$ cat src/rtl/rv_pkg.sv
// rv_pkg: shared definitions for the rv32 core.
//   - RV32 load/store funct3 encodings
//   - lsu_state_t : load/store unit FSM states
//   - lsu_size_t  : effective access size after funct3 decode
//   - access_size : funct3 -> size (unsupported encodings become word)
//   - is_misaligned : alignment check for a given size and addr[1:0]
package rv_pkg;

    localparam logic [2:0] F3_B  = 3'b000;
    localparam logic [2:0] F3_H  = 3'b001;
    localparam logic [2:0] F3_W  = 3'b010;
    localparam logic [2:0] F3_BU = 3'b100;
    localparam logic [2:0] F3_HU = 3'b101;

    typedef enum logic [1:0] {IDLE, MEM, RESP} lsu_state_t;

    typedef enum logic [1:0] {SZ_B, SZ_H, SZ_W} lsu_size_t;

    // BU/HU have no store counterpart, so on a store they fall back to word.
    function automatic lsu_size_t access_size(input logic we, input logic [2:0] func3);
        lsu_size_t sz;
        case (func3)
            F3_B:    sz = SZ_B;
            F3_H:    sz = SZ_H;
            F3_BU:   sz = we ? SZ_W : SZ_B;
            F3_HU:   sz = we ? SZ_W : SZ_H;
            default: sz = SZ_W;
        endcase
        return sz;
    endfunction

    function automatic logic is_misaligned(input lsu_size_t sz, input logic [1:0] lo);
        logic mis;
        case (sz)
            SZ_H:    mis = lo[0];
            SZ_W:    mis = |lo;
            default: mis = 1'b0;
        endcase
        return mis;
    endfunction

endpackage

$ cat src/rtl/rv_lsu_align.sv
// rv_lsu_align: combinational data alignment for the load/store unit.
//   in  we, func3, lane (addr[1:0]), wdata (rs2), rdata (memory read data)
//   out wdata_al  lane-replicated store data
//   out wstrb     byte strobes, 0 for loads
//   out rdata_ext extracted and sign/zero-extended load data
module rv_lsu_align
    import rv_pkg::*;
(
    input  logic        we,
    input  logic [2:0]  func3,
    input  logic [1:0]  lane,
    input  logic [31:0] wdata,
    input  logic [31:0] rdata,
    output logic [31:0] wdata_al,
    output logic [3:0]  wstrb,
    output logic [31:0] rdata_ext
);

    lsu_size_t   sz;
    logic        zext;
    logic [7:0]  byte_v;
    logic [15:0] half_v;

    always_comb begin
        sz     = access_size(we, func3);
        zext   = func3[2];
        byte_v = 8'(rdata >> {lane, 3'b000});
        half_v = 16'(rdata >> {lane[1], 4'b0000});
        case (sz)
            SZ_B: begin
                wdata_al  = {4{wdata[7:0]}};
                wstrb     = 4'b0001 << lane;
                rdata_ext = zext ? {24'h0, byte_v} : {{24{byte_v[7]}}, byte_v};
            end
            SZ_H: begin
                // addr[0] is ignored: halfword lane is picked by addr[1] only
                wdata_al  = {2{wdata[15:0]}};
                wstrb     = 4'b0011 << {lane[1], 1'b0};
                rdata_ext = zext ? {16'h0, half_v} : {{16{half_v[15]}}, half_v};
            end
            default: begin
                wdata_al  = wdata;
                wstrb     = 4'b1111;
                rdata_ext = rdata;
            end
        endcase
        if (!we) begin
            wstrb = 4'b0000;
        end
    end

endmodule

$ cat src/rtl/rv_lsu.sv
// rv_lsu: MEM-stage load/store unit of the rv32 core.
//   req_*  : access from execute (valid/ready), captured only at the accept edge
//   mem_*  : valid/ready data-memory port; mem_addr is word aligned,
//            mem_rdata is valid in the cycle mem_ready is high
//   stall  : high while not IDLE, freezes the upstream stages
//   done   : one-cycle completion pulse, with wb_wen/wb_rd/wb_data and err
// Optional feature: define RV_LSU_MISALIGN_ERR_EN to complete misaligned
// halfword/word accesses with err=1 and no memory request. Without it err is
// always 0 and low address bits below the access size are ignored.
//
// state | meaning
// IDLE  | accepting; req_ready = 1
// MEM   | memory request outstanding (mem_valid = 1)
// RESP  | done pulse with write-back data / err
module rv_lsu
    import rv_pkg::*;
#(
    parameter int ADDR_W = 32
) (
    input  logic              clk,
    input  logic              rst,
    input  logic              req_valid,
    output logic              req_ready,
    input  logic              req_we,
    input  logic [2:0]        req_func3,
    input  logic [ADDR_W-1:0] req_addr,
    input  logic [31:0]       req_wdata,
    input  logic [4:0]        req_rd,
    output logic              stall,
    output logic              mem_valid,
    input  logic              mem_ready,
    output logic              mem_we,
    output logic [ADDR_W-1:0] mem_addr,
    output logic [31:0]       mem_wdata,
    output logic [3:0]        mem_wstrb,
    input  logic [31:0]       mem_rdata,
    output logic              done,
    output logic              wb_wen,
    output logic [4:0]        wb_rd,
    output logic [31:0]       wb_data,
    output logic              err
);

    lsu_state_t        state;
    logic              r_we;
    logic [2:0]        r_func3;
    logic [ADDR_W-1:0] r_addr;
    logic [31:0]       r_wdata;
    logic [4:0]        r_rd;
    logic [31:0]       rdata_ext;
    logic              misalign;

`ifdef RV_LSU_MISALIGN_ERR_EN
    assign misalign = is_misaligned(access_size(req_we, req_func3), req_addr[1:0]);
`else
    assign misalign = 1'b0;
`endif

    assign req_ready = (state == IDLE);
    assign stall     = (state != IDLE);

    // memory-side outputs come straight from the captured request, so they
    // cannot move while a request waits for mem_ready
    assign mem_we   = r_we;
    assign mem_addr = {r_addr[ADDR_W-1:2], 2'b00};
    assign wb_rd    = r_rd;

    rv_lsu_align u_align (
        .we        (r_we),
        .func3     (r_func3),
        .lane      (r_addr[1:0]),
        .wdata     (r_wdata),
        .rdata     (mem_rdata),
        .wdata_al  (mem_wdata),
        .wstrb     (mem_wstrb),
        .rdata_ext (rdata_ext)
    );

    always_ff @(posedge clk) begin
        if (rst) begin
            state     <= IDLE;
            r_we      <= 1'b0;
            r_func3   <= 3'b000;
            r_addr    <= '0;
            r_wdata   <= 32'h0;
            r_rd      <= 5'd0;
            mem_valid <= 1'b0;
            done      <= 1'b0;
            wb_wen    <= 1'b0;
            wb_data   <= 32'h0;
            err       <= 1'b0;
        end else begin
            done   <= 1'b0;
            wb_wen <= 1'b0;
            err    <= 1'b0;
            case (state)
                IDLE: begin
                    if (req_valid) begin
                        r_we    <= req_we;
                        r_func3 <= req_func3;
                        r_addr  <= req_addr;
                        r_wdata <= req_wdata;
                        r_rd    <= req_rd;
                        if (misalign) begin
                            state <= RESP;
                            done  <= 1'b1;
                            err   <= 1'b1;
                        end else begin
                            state     <= MEM;
                            mem_valid <= 1'b1;
                        end
                    end
                end
                MEM: begin
                    if (mem_ready) begin
                        state     <= RESP;
                        mem_valid <= 1'b0;
                        done      <= 1'b1;
                        wb_wen    <= !r_we;
                        if (!r_we) begin
                            wb_data <= rdata_ext;
                        end
                    end
                end
                RESP: begin
                    state <= IDLE;
                end
                default: begin
                    state     <= IDLE;
                    mem_valid <= 1'b0;
                end
            endcase
        end
    end

endmodule

$ cat config.mk
export PLATFORM = sky130hd
export DESIGN_NAME = rv_lsu
export DESIGN_NICKNAME = d
export VERILOG_FILES = /design/src/rtl/rv_pkg.sv /design/src/rtl/rv_lsu_align.sv /design/src/rtl/rv_lsu.sv
export SDC_FILE = /design/constraint.sdc
export NUM_CORES = 1
export LEC_CHECK = 0
export BUFFER_PORTS_ARGS = -buffer_cell sky130_fd_sc_hd__buf_2
export CAP_MARGIN = 20
export CORE_AREA = 2 2 136 138
export DETAILED_ROUTE_END_ITERATION = 10
export DIE_AREA = 0 0 138 140
export PLACE_DENSITY = 0.53
export RECOVER_POWER = 100
export SYNTH_ARGS = -nofsm -noshare
export SYNTH_HDL_FRONTEND = slang
export SYNTH_SLANG_ARGS = --single-unit
$ cat constraint.sdc
create_clock -name clk -period 2.1 [get_ports clk]
set_clock_uncertainty 0.1 [all_clocks]
set_input_delay 0.42 -clock clk [delete_from_list [all_inputs] [get_ports clk]]
set_output_delay 0.42 -clock clk [all_outputs]
set_load 0.01 [all_outputs]
==> summary.txt, run 1 <==
Finish
  • Synth-to-layout area growth: 27.7%
  • Fin util: 0.379
  • Design area: between 0.006 and 0.007 mm²
  • Layout cell share with drive strength beyond 1: 0.278
  • Final non-filler cell total: ~1100
  • Layout net count: around 950

Placed design
  • Placer congestion estimate: between 0.8 and 0.9
  • Post-place instance area: 0.00635 mm²
  • Post-place setup slack: roughly 250 ps
  • Placed cells: around 1100
  • IO buf count: between 200 and 250
  • Post-DP HPWL: 12.4 mm

Synthesis
  • Syn_area_per_cell: between 7 and 8 µm²
  • Synthesized-area fraction occupied by adder cells: 0
  • Ys flop type: dfxtp_1
  • Top-count cell post-synth: nand2_1
  • Yosys reg bits: 110
  • Post-synth top cells: 212 x nand2_1, 110 x dfxtp_1, 81 x a21oi_1, 49 x buf_4, 41 x nor2_1
  • Synth cell types: 44
  • EDFF count, synth: 0
  • Area fraction of the dominant cell type after synthesis: 0.418
  • Top cells by area, synth: dfxtp_1 42%, nand2_1 15%, a21oi_1 7.7%, buf_4 7.0%, a211oi_2 4.5%
  • Post-Syn Instances: around 670
  • Yosys top cell by area: dfxtp_1
  • Seq/Total Area, Yosys: 0.418
  • Simple-gate portion of the synthesized area: 0.227
  • Cell Area, Synth: 0.00527 mm²
  • Async SR Flop Fraction: 0
  • Compound-Gate Fraction of Synth Area: 0.200
  • Synth warn: 0
  • Largest family of logic cells by synthesized area: simple AND/OR/NAND/NOR gates
  • Synth Area in XOR/XNOR: 0
  • Mux contribution to synthesized area: 0.0425

Floorplan
  • Die height: 140 µm
  • Die W: ~140 µm
  • IO Count: ~220
  • Row count: 49
  • Starting Density: 0.297
  • Full die area: a little under 0.02 mm²
  • Core area: between 0.015 and 0.02 mm²

Clock network
  • H-tree depth: 3
  • Sink Count: 110
  • Skew-Pair Late Insertion Delay: 350 ps
  • Num CTS Buffers: 9
  • CTS tree: built
  • # hold bufs at CTS: 0
  • Clk root buf: clkbuf_16
  • Register clock-pin slew on the reported worst setup and hold paths: 70 ps
  • Worst-case clock buffer depth: 2

Setup path
  • CP Cell Sequence: a211oi_4 > buf_6 > mux2_4 > buf_6
  • Worst path max stage delay: 360 ps
  • CP Capture Type: output port
  • Critical Path Fanout Max: 5
  • Worst r2r src: mem_we
  • Slowest-stage cell, CP: dfxtp_4
  • Most frequent CP cell: buf_6
  • CP delay by family, top: flip-flops
  • CP bufs+invs: 2
  • Launch point of the worst path: r_func3[2]
  • Worst Setup Start Kind: flip-flop
  • Worst Path Class, Setup: reg -> out
  • Crit path DAT: roughly 1700 ps
  • CP required: between 1500 and 2000 ps

Hold path
  • Hold/Removal Path Class: in -> reg
  • Hold Crit Start: req_func3[0]

Global routing
  • Gr usage total: 0.170
  • Vias in the first global route: between 4000 and 5000
  • First-pass GRT wire length: around 26 mm
  • Grt met3 use: 0.0526
  • Grt peak-use layer: met2
  • Total grt overflow: 0
  • Pin count of the biggest net entering global routing: 66
  • Met2 Track Usage GR: 0.268
  • Initial antenna violation count: 6
  • GRT met1 Usage: 0.216

STA
  • Final setup margin: -77.1 ps
  • RSZ-0062 raised after global routing: true
  • Relative slew slack: 0.625
  • # setup viols final: 8
  • Final period utilization: 1.04
  • Final setup TNS: -456 ps
  • Hold Vio Cnt, Final: 0
  • Pin slew with the least headroom to its limit: between 500 and 600 ps
  • Highest Clock Rate: 0.459 GHz
  • Fin. max-slew vios: 0
  • Min Hold Slack: slightly below 200 ps
  • Tmin final: 2180 ps

Detailed routing
  • Routed Antenna Nets: 0
  • Wire length per cell: between 15 and 20 µm
  • First-iteration detailed-routing DRC count: around 280
  • Vias: between 5000 and 6000
  • Final wirelength: about 17 mm
  • Pre-Repair DR Iteration Count: 4
  • Vias per inst: between 4 and 5
  • DRC viols: 0

Run status
  • Failing checks: negative setup slack
  • Status: finished with violations

Pwr
  • Worst VDD drop: between 0.0003 and 0.0004 V
  • Power Total: 5.03 mW
  • PwrDens: around 750 mW/mm²
  • Pleak: 2.70 nW

Run
  • Max cap viols: 0
[final cells by class]
type / count / area (µm²)
repair buffers: 249 / 1370
clock buffers: 11 / 253
flip-flops and latches: 110 / 2220
inverters: 3 / 11.3
clock inverters: 3 / 43.8
diodes: 4 / 10.0
multi-input cells: 465 / 2540
well taps: 229 / 287
fillers: 1933 / 11000
[kinds of logic after synthesis]
group,Yosys count
compound gates,153
buf+inv,92
flops,110
mux,21
other cells,1
simple gates,288
[power breakdown]
part           internal [mW]  switching (mW)  leakage [nW]  total (mW)
logic                  0.415           0.551          1.65       0.967
clock network          0.981           0.773         0.148        1.75
registers               2.21          0.0995         0.904        2.31
total                   3.61            1.42          2.70        5.03
[timing repair]
action / 4_1_cts / 5_1_grt
cloned: 1 / 0
setup buffers: 4 / 1
setup endpoints to repair: 27 / 22
hold endpoints to repair: 0 / 0
pin swaps: 2 / 1
gates resized for setup: 27 / 14
[worst reg2reg max path, delay by kind of cell, from the launching register on]
kind	cells	cell delay, ps
AOI/OAI and AO/OA	2	380
buffers and inverters	1	160
DFF	1	370
and+or+nand+nor	2	770
[layer usage]
metal,vias up,share of wire
met4,4,0.026
met5,-,0.0014
met3,31,0.072
met1,2307,0.45
met2,175,0.45
li1,2540,-
[sequential cells by signal, summed over array words and instances, names as in the netlist]
register / cells
r_addr: 32
r_wdata: 32
wb_data: 32
wb_rd: 5
r_func3: 3
state: 2
done: 1
mem_valid: 1
mem_we: 1
wb_wen: 1
[final timing paths]
check             endpoint  slack [ps]  depth (start not counted)
max          mem_wdata[12]         -80                          4
min             r_func3[0]         200                          3
max reg2reg     wb_data[4]         260                          5
min reg2reg     r_addr[23]         350                          2
[placed cells by master, fill, tap and decap left out, types with 3 or more instances in the layout]
cell type / netlist / layout
nor3_1: 8 / 8
mux2i_1: 12 / 12
o21bai_1: 7 / 7
nand3_1: 7 / 7
clkbuf_16: 0 / 9
conb_1: 1 / 3
a21oi_2: 2 / 3
buf_4: 49 / 25
nand2_1: 212 / 211
o21a_1: 3 / 3
nand4_1: 4 / 4
buf_6: 5 / 11
o21ai_1: 0 / 6
nor2_1: 41 / 42
dfxtp_1: 110 / 105
dfxtp_4: 0 / 3
o21ai_0: 15 / 8
o31a_1: 3 / 3
a311oi_1: 5 / 5
buf_12: 0 / 6
buf_2: 18 / 129
diode_2: 0 / 4
a32o_1: 7 / 7
clkbuf_1: 16 / 78
mux2_4: 0 / 8
a21oi_1: 81 / 80
a211oi_2: 19 / 18
Power figures use the tool's default switching activity.
==> inputs of run 2 (changes only) <==
Settings changed: CORE_AREA 2 2 136 138 to 2 2 149 151, DIE_AREA 0 0 138 140 to 0 0 151 153, PLACE_DENSITY 0.53 to 0.51, SYNTH_HIERARCHICAL set to 1.
==> run 2 against run 1 <==
Net effect:
- the run now ends clean
- first-iteration DRC count is 30% lower
- critical endpoint is now mem_wstrb[0]
- sequential cell count unchanged
- largest power group unchanged
- combinational power rose by 29%
- highest routed layer unchanged
==> summary.txt, run 2 <==
Setup path
  • Worst Path Class, Setup: reg -> out (unchanged)
  • Crit path DAT: 1560 ps (was 1660 ps)
  • Slowest-stage cell, CP: dfxtp_2 (was dfxtp_4)
  • Critical Path Fanout Max: 5 (unchanged)
  • Worst Setup Start Kind: flip-flop (unchanged)
  • R2R depth: 3 (was 5)
  • CP required: 1580 ps (about the same)
  • CP Cell Sequence: a21o_4 > or3_1 > a21boi_1 > buf_2 (was a211oi_4 > buf_6 > mux2_4 > buf_6)
  • CP delay by family, top: compound AO/OA/AOI/OAI gates (was flip-flops)
  • Worst path max stage delay: 330 ps (was 360 ps)
  • Critical path depth: 4 (unchanged)
  • CP bufs+invs: 1 (was 2)
  • CP Capture Type: output port (unchanged)

Placed design
  • IO buf count: 217 (unchanged)
  • Post-place setup slack: 184 ps (was 254 ps)
  • Placed cells: 1153 (was 1050)
  • Placer congestion estimate: 0.769 (was 0.839)
  • Post-place instance area: 0.00748 mm² (was 0.00635 mm²)
  • Post-DP HPWL: 13.5 mm (was 12.4 mm)

Clock network
  • CTS tree: built (unchanged)
  • Clk root buf: clkbuf_16 (unchanged)
  • Register clock-pin slew on the reported worst setup and hold paths: 80 ps (was 70 ps)
  • H-tree depth: 3 (unchanged)
  • Worst-case clock buffer depth: 2 (unchanged)
  • Sink Count: 110 (unchanged)
  • Skew-Pair Late Insertion Delay: 360 ps (was 350 ps)
  • Num CTS Buffers: 9 (unchanged)

STA
  • Pin slew with the least headroom to its limit: 750 ps (was 560 ps)
  • Fin. max-slew vios: 0 (unchanged)
  • Min Hold Slack: 210 ps (was 196 ps)
  • Highest Clock Rate: 0.480 GHz (was 0.459 GHz)
  • Final period utilization: 0.992 (was 1.04)
  • Hold Vio Cnt, Final: 0 (unchanged)
  • Final setup margin: 16.8 ps (was -77.1 ps)
  • # setup viols final: 0 (was 8)
  • Tmin final: 2080 ps (was 2180 ps)
  • Relative slew slack: 0.500 (was 0.625)
  • RSZ-0062 raised after global routing: true (unchanged)

Detailed routing
  • First-iteration detailed-routing DRC count: 195 (was 279)
  • Vias per inst: 4.46 (was 4.71)
  • Pre-Repair DR Iteration Count: 4 (unchanged)
  • Wire length per cell: 15.4 µm (was 15.6 µm)
  • Routed Antenna Nets: 0 (unchanged)
  • DRC viols: 0 (unchanged)
  • Final wirelength: 18.1 mm (was 16.8 mm)
  • Vias: 5241 (was 5057)

Synthesis
  • Synth warn: 6 (was 0)
  • Cell Area, Synth: 0.00635 mm² (was 0.00527 mm²)
  • Async SR Flop Fraction: 0 (unchanged)
  • Top cells by area, synth: dfxtp_1 35%, nand2b_1 21%, mux2i_1 19%, nand2_1 5.3%, buf_4 5.1% (was dfxtp_1 42%, nand2_1 15%, a21oi_1 7.7%, buf_4 7.0%, a211oi_2 4.5%)
  • Area fraction of the dominant cell type after synthesis: 0.347 (was 0.418)
  • Post-Syn Instances: 719 (was 665)
  • Seq/Total Area, Yosys: 0.347 (was 0.418)
  • Yosys top cell by area: dfxtp_1 (unchanged)
  • Synth cell types: 42 (was 44)
  • Syn_area_per_cell: 8.83 µm² (was 7.93 µm²)
  • Top-count cell post-synth: nand2b_1 (was nand2_1)
  • Post-synth top cells: 213 x nand2b_1, 120 x mux2i_1, 110 x dfxtp_1, 89 x nand2_1, 43 x buf_4 (was 212 x nand2_1, 110 x dfxtp_1, 81 x a21oi_1, 49 x buf_4, 41 x nor2_1)
  • Yosys reg bits: 110 (unchanged)
  • Ys flop type: dfxtp_1 (unchanged)
  • EDFF count, synth: 0 (unchanged)

Global routing
  • Gr usage total: 0.155 (was 0.170)
  • Initial antenna violation count: 2 (was 6)
  • Pin count of the biggest net entering global routing: 72 (was 66)
  • Total grt overflow: 0 (unchanged)
  • Vias in the first global route: 5049 (was 4803)
  • First-pass GRT wire length: 27.8 mm (was 26.3 mm)

Pwr
  • PwrDens: 705 mW/mm² (was 748 mW/mm²)
  • Worst VDD drop: 0.000337 V (was 0.000362 V)
  • Pleak: 3.30 nW (was 2.70 nW)

Hold path
  • Hold/Removal Path Class: in -> reg (unchanged)
  • Worst Hold Depth: 3 (unchanged)

Finish
  • Final non-filler cell total: 1176 (was 1074)
  • Most common cell after layout, fill and taps aside: nand2b_1 (was nand2_1)
  • Synth-to-layout area growth: 22.9% (was 27.7%)
  • Layout net count: 999 (was 947)
  • Most frequent cells in the layout: 213 x nand2b_1, 143 x buf_2, 120 x mux2i_1 (was 211 x nand2_1, 129 x buf_2, 105 x dfxtp_1)
  • Design area: 0.00780 mm² (was 0.00673 mm²)
  • Fill count: 2287 (was 1933)
  • Largest regs: r_addr (32), r_wdata (32), wb_data (32) (unchanged)
  • Layout cell share with drive strength beyond 1: 0.250 (was 0.278)

Floorplan
  • Row count: 54 (was 49)
  • Core area: 0.0215 mm² (was 0.0178 mm²)
  • IO Count: 221 (unchanged)
  • Die W: 151 µm (was 138 µm)
  • Die height: 153 µm (was 140 µm)
  • Starting Density: 0.295 (was 0.297)
  • Full die area: 0.0231 mm² (was 0.0193 mm²)

Run
  • Max cap viols: 0 (unchanged)

Run status
  • Status: completed (was finished with violations)
[run 2: cell count changes after synthesis, sizes merged, moves of 8 or more]
cell,previous run,this run
a22oi,2,15
a211oi,20,3
nand2b,2,214
nand2,212,99
mux2,8,0
mux2i,13,120
nor2,44,5
a21oi,84,2
[run 2: logic make-up (layout without fill, tap and decap cells)]
family,Yosys count,count (layout),share of synthesized area
buffers and inverters,103,277,0.103
flip-flops,110,110,0.347
other,1,4,0.000591
AO/OA/AOI/OAI,56,56,0.0678
AND/OR/NAND/NOR,328,328,0.289
multiplexers,121,121,0.193
[run 2: final cells by class]
type	instances	area, µm²	share of cell area
Sequential cell	110	2210	0.283
Clock inverter	7	103	0.0132
Inverter	10	37.5	0.00481
Timing Repair Buffer	251	1340	0.171
Multi-Input combinational cell	508	3540	0.454
Antenna cell	1	2.50	0.000321
Clock buffer	9	225	0.0289
Tap cell	280	350	0.0449
[run 2: where the power goes]
part	switching, mW	leakage [nW]	internal [mW]	total, mW
Clock	0.875	0.162	1.07	1.94
Sequential	0.0907	0.902	2.22	2.31
Combinational	0.670	2.24	0.576	1.25
Total	1.64	3.30	3.86	5.50
[run 2: path summary, 6_finish.rpt]
path	from	slack, ps	to
min reg2reg	wb_data[26]	370	wb_data[26]
max	r_func3[2]	20	mem_wstrb[0]
min	req_we	210	mem_we
max reg2reg	state[1]	250	r_addr[18]
[run 2: stage by stage]
step | utilization | setup TNS, ps | power, mW
after floorplan | - | 0 | 3.19
after global placement | 0.348 | 0 | 3.61
after detailed placement | 0.348 | 0 | 3.62
after CTS | 0.367 | -38.2 | 5.63
after global routing | 0.363 | -407 | 5.81
final | 0.363 | 0 | 5.50
[run 2: per-layer routing]
metal,GRT usage,vias to the layer above,share of wire
met1,0.203,2397,0.44
met5,0,-,0.0015
met4,0.0454,4,0.014
met3,0.0454,19,0.084
li1,-,2650,-
met2,0.248,171,0.46
[run 2: worst reg2reg max path, stage by stage (launching register included)]
cell	delay, ps
dfxtp_1	380
nor3b_1	480
clkbuf_4	540
mux2i_1	290
[run 2: what timing repair did]
item | CTS | global route
resized for setup | 12 | 10
pin swaps | 1 | 0
setup buffers | 4 | 2
hold endpoints to repair | 0 | 0
hold buffers | 0 | 0
setup endpoints to repair | 26 | 15
gates cloned | 0 | 0
